## src/rtl/addsub_accumulator_if.sv

```systemverilog
// addsub_accumulator_if: beat input and frame-total output bundle for addsub_accumulator.
//   in_valid/in_ready    : upstream beat handshake
//   in_result, in_cout   : adder/subtractor result and carry-out
//   in_mode0, in_mode1   : mode bits that produced the beat (01 add, 10 subtract)
//   out_valid/out_ready  : frame total handshake
//   out_acc              : signed frame total, ACC_W bits
//   out_ovf, out_err     : sticky overflow / illegal-mode flags for the frame
//   out_count            : beats accepted in the current frame
// master drives beats and out_ready; slave is the accumulator.
interface addsub_accumulator_if #(
    parameter int ACC_W = 16,
    parameter int N_OPS = 4
);
    localparam int CNT_W = $clog2(N_OPS + 1);

    logic             in_valid;
    logic             in_ready;
    logic [7:0]       in_result;
    logic             in_cout;
    logic             in_mode0;
    logic             in_mode1;
    logic             out_valid;
    logic             out_ready;
    logic [ACC_W-1:0] out_acc;
    logic             out_ovf;
    logic             out_err;
    logic [CNT_W-1:0] out_count;

    modport master (
        output in_valid, in_result, in_cout, in_mode0, in_mode1, out_ready,
        input  in_ready, out_valid, out_acc, out_ovf, out_err, out_count
    );

    modport slave (
        input  in_valid, in_result, in_cout, in_mode0, in_mode1, out_ready,
        output in_ready, out_valid, out_acc, out_ovf, out_err, out_count
    );
endinterface

```

## src/rtl/addsub_accumulator.sv

```systemverilog
// addsub_accumulator: accumulates N_OPS adder/subtractor result beats into a signed ACC_W-bit
// total and presents it with sticky overflow/error flags on a valid/ready port.
//   clk   : rising-edge clock
//   rst_n : asynchronous active-low reset
//   clear : synchronous frame abort, same effect as reset, beats/handshakes that cycle dropped
//   bus   : addsub_accumulator_if slave (beat input, frame-total output)
module addsub_accumulator #(
    parameter int ACC_W = 16,
    parameter int N_OPS = 4
) (
    input  logic                  clk,
    input  logic                  rst_n,
    input  logic                  clear,
    addsub_accumulator_if.slave   bus
);
    localparam int CNT_W = $clog2(N_OPS + 1);

    localparam logic ST_COLLECT = 1'b0;
    localparam logic ST_DONE    = 1'b1;

    logic             state_q, state_d;
    logic [ACC_W-1:0] acc_q, acc_d;
    logic [CNT_W-1:0] count_q, count_d;
    logic             ovf_q, ovf_d;
    logic             err_q, err_d;

    logic [ACC_W-1:0] operand;
    logic [ACC_W-1:0] sum;
    logic             illegal;
    logic             ovf_now;
    logic             accept;

    // Beat to signed operand. Subtract results carry an inverted borrow in cout, so
    // {~cout, result} is the 9-bit two's complement difference.
    always_comb begin
        operand = '0;
        illegal = 1'b0;
        unique case ({bus.in_mode1, bus.in_mode0})
            2'b01:   operand = {{(ACC_W-9){1'b0}}, bus.in_cout, bus.in_result};
            2'b10:   operand = {{(ACC_W-9){~bus.in_cout}}, ~bus.in_cout, bus.in_result};
            default: illegal = 1'b1;
        endcase
    end

    assign sum     = acc_q + operand;
    // Signed overflow: operands agree in sign, result does not.
    assign ovf_now = (acc_q[ACC_W-1] == operand[ACC_W-1]) && (sum[ACC_W-1] != acc_q[ACC_W-1]);
    assign accept  = (state_q == ST_COLLECT) && bus.in_valid;

    always_comb begin
        state_d = state_q;
        acc_d   = acc_q;
        count_d = count_q;
        ovf_d   = ovf_q;
        err_d   = err_q;
        if (clear) begin
            state_d = ST_COLLECT;
            acc_d   = '0;
            count_d = '0;
            ovf_d   = 1'b0;
            err_d   = 1'b0;
        end else if (accept) begin
            acc_d   = sum;
            count_d = count_q + CNT_W'(1);
            ovf_d   = ovf_q | ovf_now;
            err_d   = err_q | illegal;
            if (count_q == CNT_W'(N_OPS - 1)) begin
                state_d = ST_DONE;
            end
        end else if ((state_q == ST_DONE) && bus.out_ready) begin
            state_d = ST_COLLECT;
            acc_d   = '0;
            count_d = '0;
            ovf_d   = 1'b0;
            err_d   = 1'b0;
        end
    end

    always_ff @(posedge clk or negedge rst_n) begin
        if (!rst_n) begin
            state_q <= ST_COLLECT;
            acc_q   <= '0;
            count_q <= '0;
            ovf_q   <= 1'b0;
            err_q   <= 1'b0;
        end else begin
            state_q <= state_d;
            acc_q   <= acc_d;
            count_q <= count_d;
            ovf_q   <= ovf_d;
            err_q   <= err_d;
        end
    end

    // Outputs come straight from registers or the state decode only.
    assign bus.in_ready  = (state_q == ST_COLLECT);
    assign bus.out_valid = (state_q == ST_DONE);
    assign bus.out_acc   = acc_q;
    assign bus.out_ovf   = ovf_q;
    assign bus.out_err   = err_q;
    assign bus.out_count = count_q;
endmodule

```

## src/flat_wrapper.sv

```systemverilog
// flat-port wrapper written by rule: the top's interface ports become plain ports
module addsub_accumulator_flat 
#(
    parameter int ACC_W = 16,
    parameter int N_OPS = 4
)
  (clk, rst_n, clear, bus_in_valid, bus_in_result, bus_in_cout, bus_in_mode0, bus_in_mode1, bus_out_ready, bus_in_ready, bus_out_valid, bus_out_acc, bus_out_ovf, bus_out_err, bus_out_count);
  addsub_accumulator_if #(.ACC_W(ACC_W), .N_OPS(N_OPS)) bus_i ();
  input  logic clk;
  input  logic rst_n;
  input  logic clear;
  input wire logic [$bits(bus_i.in_valid)-1:0] bus_in_valid;
  input wire logic [$bits(bus_i.in_result)-1:0] bus_in_result;
  input wire logic [$bits(bus_i.in_cout)-1:0] bus_in_cout;
  input wire logic [$bits(bus_i.in_mode0)-1:0] bus_in_mode0;
  input wire logic [$bits(bus_i.in_mode1)-1:0] bus_in_mode1;
  input wire logic [$bits(bus_i.out_ready)-1:0] bus_out_ready;
  output wire logic [$bits(bus_i.in_ready)-1:0] bus_in_ready;
  output wire logic [$bits(bus_i.out_valid)-1:0] bus_out_valid;
  output wire logic [$bits(bus_i.out_acc)-1:0] bus_out_acc;
  output wire logic [$bits(bus_i.out_ovf)-1:0] bus_out_ovf;
  output wire logic [$bits(bus_i.out_err)-1:0] bus_out_err;
  output wire logic [$bits(bus_i.out_count)-1:0] bus_out_count;
  assign bus_i.in_valid = bus_in_valid;
  assign bus_i.in_result = bus_in_result;
  assign bus_i.in_cout = bus_in_cout;
  assign bus_i.in_mode0 = bus_in_mode0;
  assign bus_i.in_mode1 = bus_in_mode1;
  assign bus_i.out_ready = bus_out_ready;
  assign bus_in_ready = bus_i.in_ready;
  assign bus_out_valid = bus_i.out_valid;
  assign bus_out_acc = bus_i.out_acc;
  assign bus_out_ovf = bus_i.out_ovf;
  assign bus_out_err = bus_i.out_err;
  assign bus_out_count = bus_i.out_count;
  addsub_accumulator #(.ACC_W(ACC_W), .N_OPS(N_OPS)) u_core (.clk(clk), .rst_n(rst_n), .clear(clear), .bus(bus_i));
endmodule
```

## config.mk

```make
export PLATFORM = sky130hd
export DESIGN_NAME = addsub_accumulator_flat
export DESIGN_NICKNAME = d
export VERILOG_FILES = /design/src/rtl/addsub_accumulator_if.sv /design/src/rtl/addsub_accumulator.sv /design/src/flat_wrapper.sv
export SDC_FILE = /design/constraint.sdc
export NUM_CORES = 1
export LEC_CHECK = 0
export BUFFER_PORTS_ARGS = -buffer_cell sky130_fd_sc_hd__buf_2
export CORE_MARGIN = 8
export CORE_UTILIZATION = 50
export CTS_CLUSTER_SIZE = 10
export DETAILED_ROUTE_END_ITERATION = 10
export GPL_TIMING_DRIVEN = 0
export PLACE_DENSITY = 0.78
export SYNTH_ARGS = -nofsm -noshare
export SYNTH_HDL_FRONTEND = slang
export SYNTH_SLANG_ARGS = --single-unit
```

## constraint.sdc

```tcl
create_clock -name clk -period 4.3 [get_ports clk]
set_clock_uncertainty 0.05 [all_clocks]
set_input_delay 0.215 -clock clk [delete_from_list [all_inputs] [get_ports clk]]
set_output_delay 0.215 -clock clk [all_outputs]
set_load 0.01 [all_outputs]
```

==> results of run 1 <==
[sequential cells by signal (all words and copies together), names as in the netlist]
signal,cells
u_core.bus.out_ovf,1
u_core.bus.out_count,3
u_core.bus.out_valid,1
u_core.bus.out_acc,16
u_core.bus.out_err,1
[worst paths after layout]
check,cells after the start,to,from
max,15,u_core.bus.out_acc[14],bus_in_mode1
min,2,u_core.bus.out_valid,clear
max reg2reg,9,u_core.bus.out_acc[14],u_core.bus.out_acc[0]
min reg2reg,2,u_core.bus.out_ovf,u_core.bus.out_ovf
max in group asynchronous,2,u_core.bus.out_acc[11],rst_n
min in group asynchronous,2,u_core.bus.out_acc[14],rst_n
[area by class of cell]
cell class / count / area (um2) / share of cell area, %
buffer: 4 / 16.3 / 0.828
tap: 46 / 57.6 / 2.93
multi-input combinational: 150 / 1080 / 54.8
inverter: 7 / 26.3 / 1.34
timing repair buffer: 39 / 200 / 10.2
sequential: 22 / 551 / 28.0
clock buffer: 4 / 36.3 / 1.85
[worst max-delay path: stages]
cell and delay [ns]:
buf_2 0.11, inv_1 0.04, ha_1 0.20, nor2_1 0.09
nor2_1 0.12, and2_1 0.19, ha_1 0.24, fa_1 0.42
a21o_1 0.18, a21oi_2 0.21, o211ai_2 0.14, a311o_1 0.31
a221oi_2 0.27, xnor2_1 0.15, o21ai_1 0.07
[synthesized netlist by cell type, types with 3 or more instances]
| master | count | area (um2) |
|---|---|---|
| a21o_1 | 6 | 45.0 |
| a21oi_1 | 10 | 50.1 |
| a22o_1 | 4 | 35.0 |
| and2_1 | 8 | 50.1 |
| clkbuf_1 | 3 | 11.3 |
| dfrtp_1 | 22 | 551 |
| ha_1 | 20 | 250 |
| inv_1 | 7 | 26.3 |
| nand2_1 | 22 | 82.6 |
| nand2b_1 | 3 | 18.8 |
| nand3_1 | 3 | 15.0 |
| nor2_1 | 11 | 41.3 |
| nor2b_1 | 4 | 25.0 |
| o21ai_0 | 18 | 90.1 |
| xnor2_1 | 5 | 43.8 |
| xor2_1 | 9 | 78.8 |
[per-layer routing]
layer | share of wire (%) | routed length, um | vias up | global-route usage, %
li1 | - | - | 743 | -
met1 | 45 | 1700 | 687 | 17.7
met2 | 49 | 1830 | 30 | 25.3
met3 | 5.1 | 193 | 4 | 1.50
met4 | 0.83 | 31 | 0 | 4.66
met5 | 0 | 0 | - | 0
[timing repair]
item,in CTS,in global routing
setup buffers,0,0
hold endpoints to repair,22,0
hold buffers,1,0
[layout by cell type, fill, tap and decap left out, types with 2 or more instances in the layout]
| cell type | n |
|---|---|
| nand2b_1 | 3 |
| o21ai_0 | 18 |
| nor2b_1 | 4 |
| a21oi_1 | 10 |
| ha_1 | 20 |
| o21ai_1 | 2 |
| buf_2 | 39 |
| nor3_1 | 2 |
| nand2_1 | 22 |
| a21o_1 | 6 |
| nand3_1 | 3 |
| a22o_1 | 4 |
| xnor2_1 | 5 |
| dfrtp_1 | 22 |
| a41oi_1 | 2 |
| xor2_1 | 9 |
| inv_1 | 7 |
| o211ai_2 | 2 |
| nor2_1 | 11 |
| and3_1 | 2 |
| clkbuf_4 | 3 |
| and2_1 | 8 |
| clkbuf_1 | 3 |
[where the power goes]
group | total (mW) | leakage (nW) | switching, mW | internal [mW]
combinational | 0.105 | 0.724 | 0.0614 | 0.0441
clock | 0.116 | 0.0210 | 0.0640 | 0.0517
sequential | 0.226 | 0.301 | 0.00901 | 0.217
total | 0.447 | 1.05 | 0.134 | 0.313
[logic make-up (layout without fill, tap and decap cells)]
kind of cell             Yosys count  in the layout
multiplexers                       1              1
XOR/XNOR                          14             14
adder cells (fa/ha/maj)           21             21
AO/OA/AOI/OAI                     55             55
AND/OR/NAND/NOR                   59             59
flip-flops                        22             22
buffers and inverters             11             54
==> flow_summary.json, run 1 <==
{
  "slew_headroom_pct": 53.2,
  "path_clk_slew_ns": 0.12,
  "power_mw": 0.447,
  "rrSetupSlack_ns": 1.70,
  "dp.cells": 267,
  "dpl_cell_area_um2": 1920,
  "antenna_found_initial": 0,
  "row_count": 21,
  "timing_worst_slew_pin_value_ns": 0.701,
  "grt-ovfl-total": 0,
  "min-delay-path-class": "in2reg",
  "drive_gt1_share_pct": 22.1,
  "via_count": 1464,
  "setup-tns-final_ns": 0,
  "cts_tree": "built",
  "hold_viol": 0,
  "synth_area_per_cell_um2": 9.13,
  "clock_sinks": 22,
  "yosysWarnings": 0,
  "rsz0062_at_grt": "no",
  "dieArea_um2": 5450,
  "worst_slack_ns": 1.47,
  "end_kind": "flip-flop",
  "synth.cell_area_um2": 1670,
  "grt_max_degree": 23,
  "ctsResizeCount": 0,
  "start_kind": "input pin",
  "cts_buffers": 3,
  "ys_types": 39,
  "yosys.area_share.simple_pct": 16.9,
  "synth_adder_area_share_pct": 16.2,
  "synth-main-ff-cell": "dfrtp_1",
  "syn_inst": 183,
  "syn_nets": 220,
  "dpl.hpwl_mm": 2.97,
  "wl_per_cell_um": 13.8,
  "nNetsFinal": 264,
  "ioPinCount": 39,
  "final_cells": 272,
  "critical_path_class": "in2reg",
  "vdd_drop_max_uv": 78.7,
  "status": "completed",
  "drt-pass1-iter-count": 4,
  "final_core_util_pct": 59.8,
  "synth_compound_area_share_pct": 23.4,
  "port_buffers": 38,
  "ys_seq_elements": 22,
  "drv_cap": 0,
  "grt_pass1_vias": 1463,
  "synth_xor_area_share_pct": 7.34,
  "drt_iter0_drc": 57,
  "finalSetupViolCount": 0,
  "critPathArrivalTime_ns": 2.98,
  "antenna_cells": 0,
  "cts-htree-levels": 1,
  "max_freq_mhz": 354,
  "ant_nets": 0,
  "drv_slew": 0,
  "synth_top_family_by_area": "compound AO/OA/AOI/OAI gates",
  "vias_per_cell": 5.38,
  "synth-edff-count": 0,
  "clockBufferDepth": 2,
  "drc": 0,
  "cts-root-buf": "clkbuf_4",
  "worstPathRequired_ns": 4.45,
  "core_um2": 3280,
  "finalInstanceArea_um2": 1960,
  "synthArstFlopShare_pct": 100,
  "seq_area_frac_synth_pct": 33.0,
  "grt_first_pass_wirelength_mm": 6.34,
  "p_leak_nw": 1.05,
  "start_util_pct": 50.9,
  "hold_ws_ns": 0.0516,
  "period_share_pct": 65.7,
  "critPathMaxFanout": 8,
  "grt_use_total_pct": 14.4,
  "clock_latency_ns": 0.31,
  "gp_congestion": 0.873,
  "dieWidth_um": 73.8,
  "fin_crit_ns": 2.83,
  "pre_cts_slack_ns": 1.14,
  "area_growth_pct": 17.6,
  "power.density_nw_per_um2": 228,
  "synthMuxAreaShare_pct": 0.674,
  "final.fill_count": 296,
  "finalWirelength_mm": 3.75,
  "die_h_um": 73.8
}
Power figures use the tool's default switching activity.
==> inputs of run 2 (changes only) <==
==> constraint.sdc (replaced) <==
create_clock -name clk -period 2.7 [get_ports clk]
set_clock_uncertainty 0.05 [all_clocks]
set_input_delay 0.135 -clock clk [delete_from_list [all_inputs] [get_ports clk]]
set_output_delay 0.135 -clock clk [all_outputs]
set_load 0.01 [all_outputs]
==> flow_summary.json, run 2 (synthesis gave the netlist of run 1 again) <==
{
  "p_leak_nw": 1.07,
  "critPathMaxFanout": 6,
  "core_um2": 3280,
  "row_count": 21,
  "max_freq_mhz": 387,
  "die_h_um": 73.8,
  "nNetsFinal": 270,
  "worstPathRequired_ns": 2.86,
  "final_core_util_pct": 62.8,
  "status": "completed",
  "ioPinCount": 39,
  "dieArea_um2": 5450,
  "slew_headroom_pct": 66.9,
  "gp_congestion": 0.873,
  "antenna_cells": 0,
  "critical_path_class": "in2reg",
  "ant_nets": 0,
  "grt-ovfl-total": 0,
  "power.density_nw_per_um2": 355,
  "grt_pass1_vias": 1475,
  "cts_tree": "built",
  "grt_use_total_pct": 14.5,
  "vias_per_cell": 5.33,
  "start_kind": "input pin",
  "port_buffers": 38,
  "clock_sinks": 22,
  "grt_first_pass_wirelength_mm": 6.37,
  "antenna_found_initial": 0,
  "vdd_drop_max_uv": 129,
  "clockBufferDepth": 2,
  "final.fill_count": 286,
  "clock_latency_ns": 0.31,
  "cts-root-buf": "clkbuf_4",
  "drive_gt1_share_pct": 27.2,
  "drc": 0,
  "area_growth_pct": 23.4,
  "mostFrequentLayoutCells": "buf_2 (39), nand2_1 (22), dfrtp_1 (22)",
  "via_count": 1481,
  "drv_slew": 0,
  "period_share_pct": 95.6,
  "end_kind": "flip-flop",
  "dieWidth_um": 73.8,
  "wl_per_cell_um": 13.9,
  "mostFrequentLayoutCell": "buf_2",
  "start_util_pct": 50.9,
  "path_clk_slew_ns": 0.12,
  "drv_cap": 0,
  "finalSetupViolCount": 0,
  "min-delay-path-class": "in2reg",
  "dpl.hpwl_mm": 2.97,
  "finalWirelength_mm": 3.87,
  "grt_max_degree": 23,
  "cts-htree-levels": 1,
  "hold_viol": 0,
  "drt_iter0_drc": 66,
  "largest_reg_flops": 16,
  "drt-pass1-iter-count": 4,
  "timing_worst_slew_pin_value_ns": 0.497,
  "fin_crit_ns": 2.58,
  "cts_buffers": 3,
  "power_mw": 0.732,
  "critPathArrivalTime_ns": 2.74
}
[run 2: cell types whose count changed in the layout (fill, tap and decap cells not counted), sizes merged]
cell         before  now
buf              39   44
dlygate4sd3       1    2
[run 2: cell type report]
cell class	instances	area [um2]	area share, %
buffer	4	16.3	0.789
clock buffer	4	36.3	1.76
inverter	7	26.3	1.27
multi-input combinational	150	1130	54.7
sequential	22	551	26.7
tap	46	57.6	2.79
timing repair buffer	45	248	12.0
[run 2: worst paths after layout]
path,start,endpoint,slack (ns),cells past startpoint
setup / recovery,bus_in_mode0,u_core.bus.out_acc[14],0.12,15
hold / removal,bus_out_ready,u_core.bus.out_ovf,0.09,4
setup reg to reg,u_core.bus.out_acc[0],u_core.bus.out_acc[14],0.17,9
hold reg to reg,u_core.bus.out_ovf,u_core.bus.out_ovf,0.46,2
max in group asynchronous,rst_n,u_core.bus.out_acc[8],2.01,2
min in group asynchronous,rst_n,u_core.bus.out_acc[4],0.25,2
[run 2: critical path, stage by stage]
cell and delay, ns:
buf_2 0.12, inv_1 0.06, ha_2 0.19, nor2_4 0.10
nor2_4 0.06, and2_4 0.16, ha_4 0.17, fa_2 0.37
a21o_1 0.17, a21oi_2 0.17, o211ai_2 0.12, a311o_1 0.39
a221oi_2 0.29, xnor2_1 0.15, o21ai_1 0.07
[run 2: what timing repair did]
| action | 4_1_cts | 5_1_grt |
|---|---|---|
| gates resized for setup | 0 | 12 |
| setup endpoints to repair | 2 | 4 |
| pin swaps | 1 | 9 |
| hold buffers | 2 | 0 |
| setup buffers | 1 | 4 |
| hold endpoints to repair | 24 | 0 |
[run 2: routing by layer]
metal	part of all wire, %	GRT usage, %	wire (um)
met2	50	25.6	1930
met3	4.9	1.50	189
met1	44	17.6	1710
met5	0	0	0
met4	0.93	4.66	36
[run 2: power breakdown]
group          leakage [nW]  internal [mW]  switching [mW]
combinational         0.750         0.0809           0.103
clock                0.0210         0.0824           0.106
sequential            0.301          0.346          0.0148
[run 2: stage by stage]
stage / hold slack (ns) / instance area (um2) / worst slack (ns) / std cells / setup TNS (ns)
after CTS: 0.0860 / 1980 / 0.0123 / 274 / 0
after global routing: 0.134 / 2060 / -0.00677 / 278 / -0.00677
after floorplan: -0.211 / 1670 / 0.0558 / 183 / 0
final: 0.0881 / 2060 / 0.118 / 278 / 0
after detailed placement: 0.0845 / 1920 / -0.377 / 267 / -1.75
after global placement: 0.0805 / 1920 / -0.334 / 267 / -1.51
==> inputs of run 3 (changes only) <==
==> constraint.sdc (replaced) <==
create_clock -name clk -period 2.5 [get_ports clk]
set_clock_uncertainty 0.05 [all_clocks]
set_input_delay 0.125 -clock clk [delete_from_list [all_inputs] [get_ports clk]]
set_output_delay 0.125 -clock clk [all_outputs]
set_load 0.01 [all_outputs]
==> flow_summary.json, run 3 (synthesis gave the netlist of run 1 again) <==
{
  "status": "completed",
  "drv_cap": 0,
  "pre_cts_slack_ns": -0.520,
  "nNetsFinal": 272,
  "max_freq_mhz": 410,
  "p_leak_nw": 1.08,
  "end_kind": "flip-flop",
  "clock_sinks": 22,
  "rsz0062_at_grt": "yes",
  "hold_ws_ns": 0.0701,
  "timing_worst_slew_pin_value_ns": 0.508,
  "power.density_nw_per_um2": 415,
  "dpl.hpwl_mm": 3.01,
  "slew_headroom_pct": 66.2,
  "critPathArrivalTime_ns": 2.61,
  "period_share_pct": 97.5,
  "worst_slack_ns": 0.0632,
  "gp_congestion": 0.891,
  "min-delay-path-class": "in2reg",
  "fin_crit_ns": 2.44,
  "drv_slew": 0,
  "dieWidth_um": 73.8,
  "start_kind": "flip-flop",
  "grt_first_pass_wirelength_mm": 6.89,
  "critical_path_class": "reg2reg",
  "ant_nets": 0,
  "drt_iter0_drc": 109,
  "via_count": 1579,
  "finalSetupViolCount": 0,
  "grt-ovfl-total": 0,
  "vdd_drop_max_uv": 205,
  "start_util_pct": 50.9,
  "drc": 0,
  "ioPinCount": 39,
  "wl_per_cell_um": 15.9,
  "core_um2": 3280,
  "die_h_um": 73.8,
  "grt_use_total_pct": 16.3,
  "drt-pass1-iter-count": 4,
  "clock_latency_ns": 0.32,
  "cts-htree-levels": 1,
  "cts_tree": "built",
  "row_count": 21,
  "cts_buffers": 3,
  "dieArea_um2": 5450,
  "worstPathRequired_ns": 2.67,
  "finalWirelength_mm": 4.45,
  "grt_pass1_vias": 1567,
  "critPathMaxFanout": 3,
  "hold_viol": 0,
  "area_growth_pct": 29.9,
  "path_clk_slew_ns": 0.13,
  "port_buffers": 38,
  "largest_reg_flops": 16,
  "mostFrequentLayoutCells": "buf_2 (38), nand2_1 (22), dfrtp_1 (22)",
  "mostFrequentLayoutCell": "buf_2",
  "vias_per_cell": 5.64,
  "grt_max_degree": 23,
  "antenna_cells": 0,
  "clockBufferDepth": 2,
  "antenna_found_initial": 0,
  "cts-root-buf": "clkbuf_4",
  "final.fill_count": 264,
  "drive_gt1_share_pct": 32.5
}
-- run 3: power breakdown --
part           total, mW  switching [mW]  internal (mW)
clock network      0.286           0.124          0.162
registers          0.391          0.0182          0.373
logic              0.222           0.122          0.100
-- run 3: final timing paths --
kind,cells past startpoint,slack [ns],startpoint,to
min in group asynchronous,2,0.23,rst_n,u_core.bus.out_acc[14]
max in group asynchronous,2,1.83,rst_n,u_core.bus.out_acc[8]
worst max-delay path,9,0.06,u_core.bus.out_acc[0],u_core.bus.out_acc[14]
worst min register to register,2,0.48,u_core.bus.out_ovf,u_core.bus.out_ovf
worst max register to register,9,0.06,u_core.bus.out_acc[0],u_core.bus.out_acc[14]
worst min-delay path,4,0.07,bus_out_ready,u_core.bus.out_err
-- run 3: critical path, stage by stage, from the launching register on --
cell and delay, ns:
dfrtp_1 0.44, ha_4 0.19, fa_2 0.37, a21o_1 0.18
a21oi_2 0.18, o211ai_2 0.12, a311o_1 0.31, a221oi_2 0.26
xnor2_1 0.16, o21ai_1 0.07
-- run 3: repair_timing --
action,in CTS,in global routing
pin swaps,8,9
buffers inserted,6,1
hold endpoints to repair,24,0
hold buffers,2,0
setup endpoints to repair,6,4
resized for setup,12,10
-- run 3: through the flow --
step	instance area, um2	TNS, ns	cells	utilization, %	power (mW)
after global placement	1920	-2.92	267	58.6	0.573
after CTS	2100	0	279	63.9	0.881
final	2170	0	280	66.1	0.899
after global routing	2170	-0.151	280	66.1	0.941
after detailed placement	1920	-3.14	267	58.6	0.578
after floorplan	1680	-0.0364	183	-	0.512
-- run 3: layout make-up --
type / count / area (um2) / share of cell area [%]
Clock inverter: 1 / 30.0 / 1.38
Buffer: 4 / 16.3 / 0.750
Timing Repair Buffer: 47 / 265 / 12.2
Inverter: 7 / 26.3 / 1.21
Multi-Input combinational cell: 150 / 1200 / 55.4
Tap cell: 46 / 57.6 / 2.65
Clock buffer: 3 / 22.5 / 1.04
Sequential cell: 22 / 551 / 25.4
-- run 3: per-layer routing --
metal | share of wire (%) | track usage (%)
met4 | 1.6 | 6.87
met2 | 50 | 28.2
met3 | 6.7 | 3.14
met1 | 41 | 18.8
met5 | 0 | 0
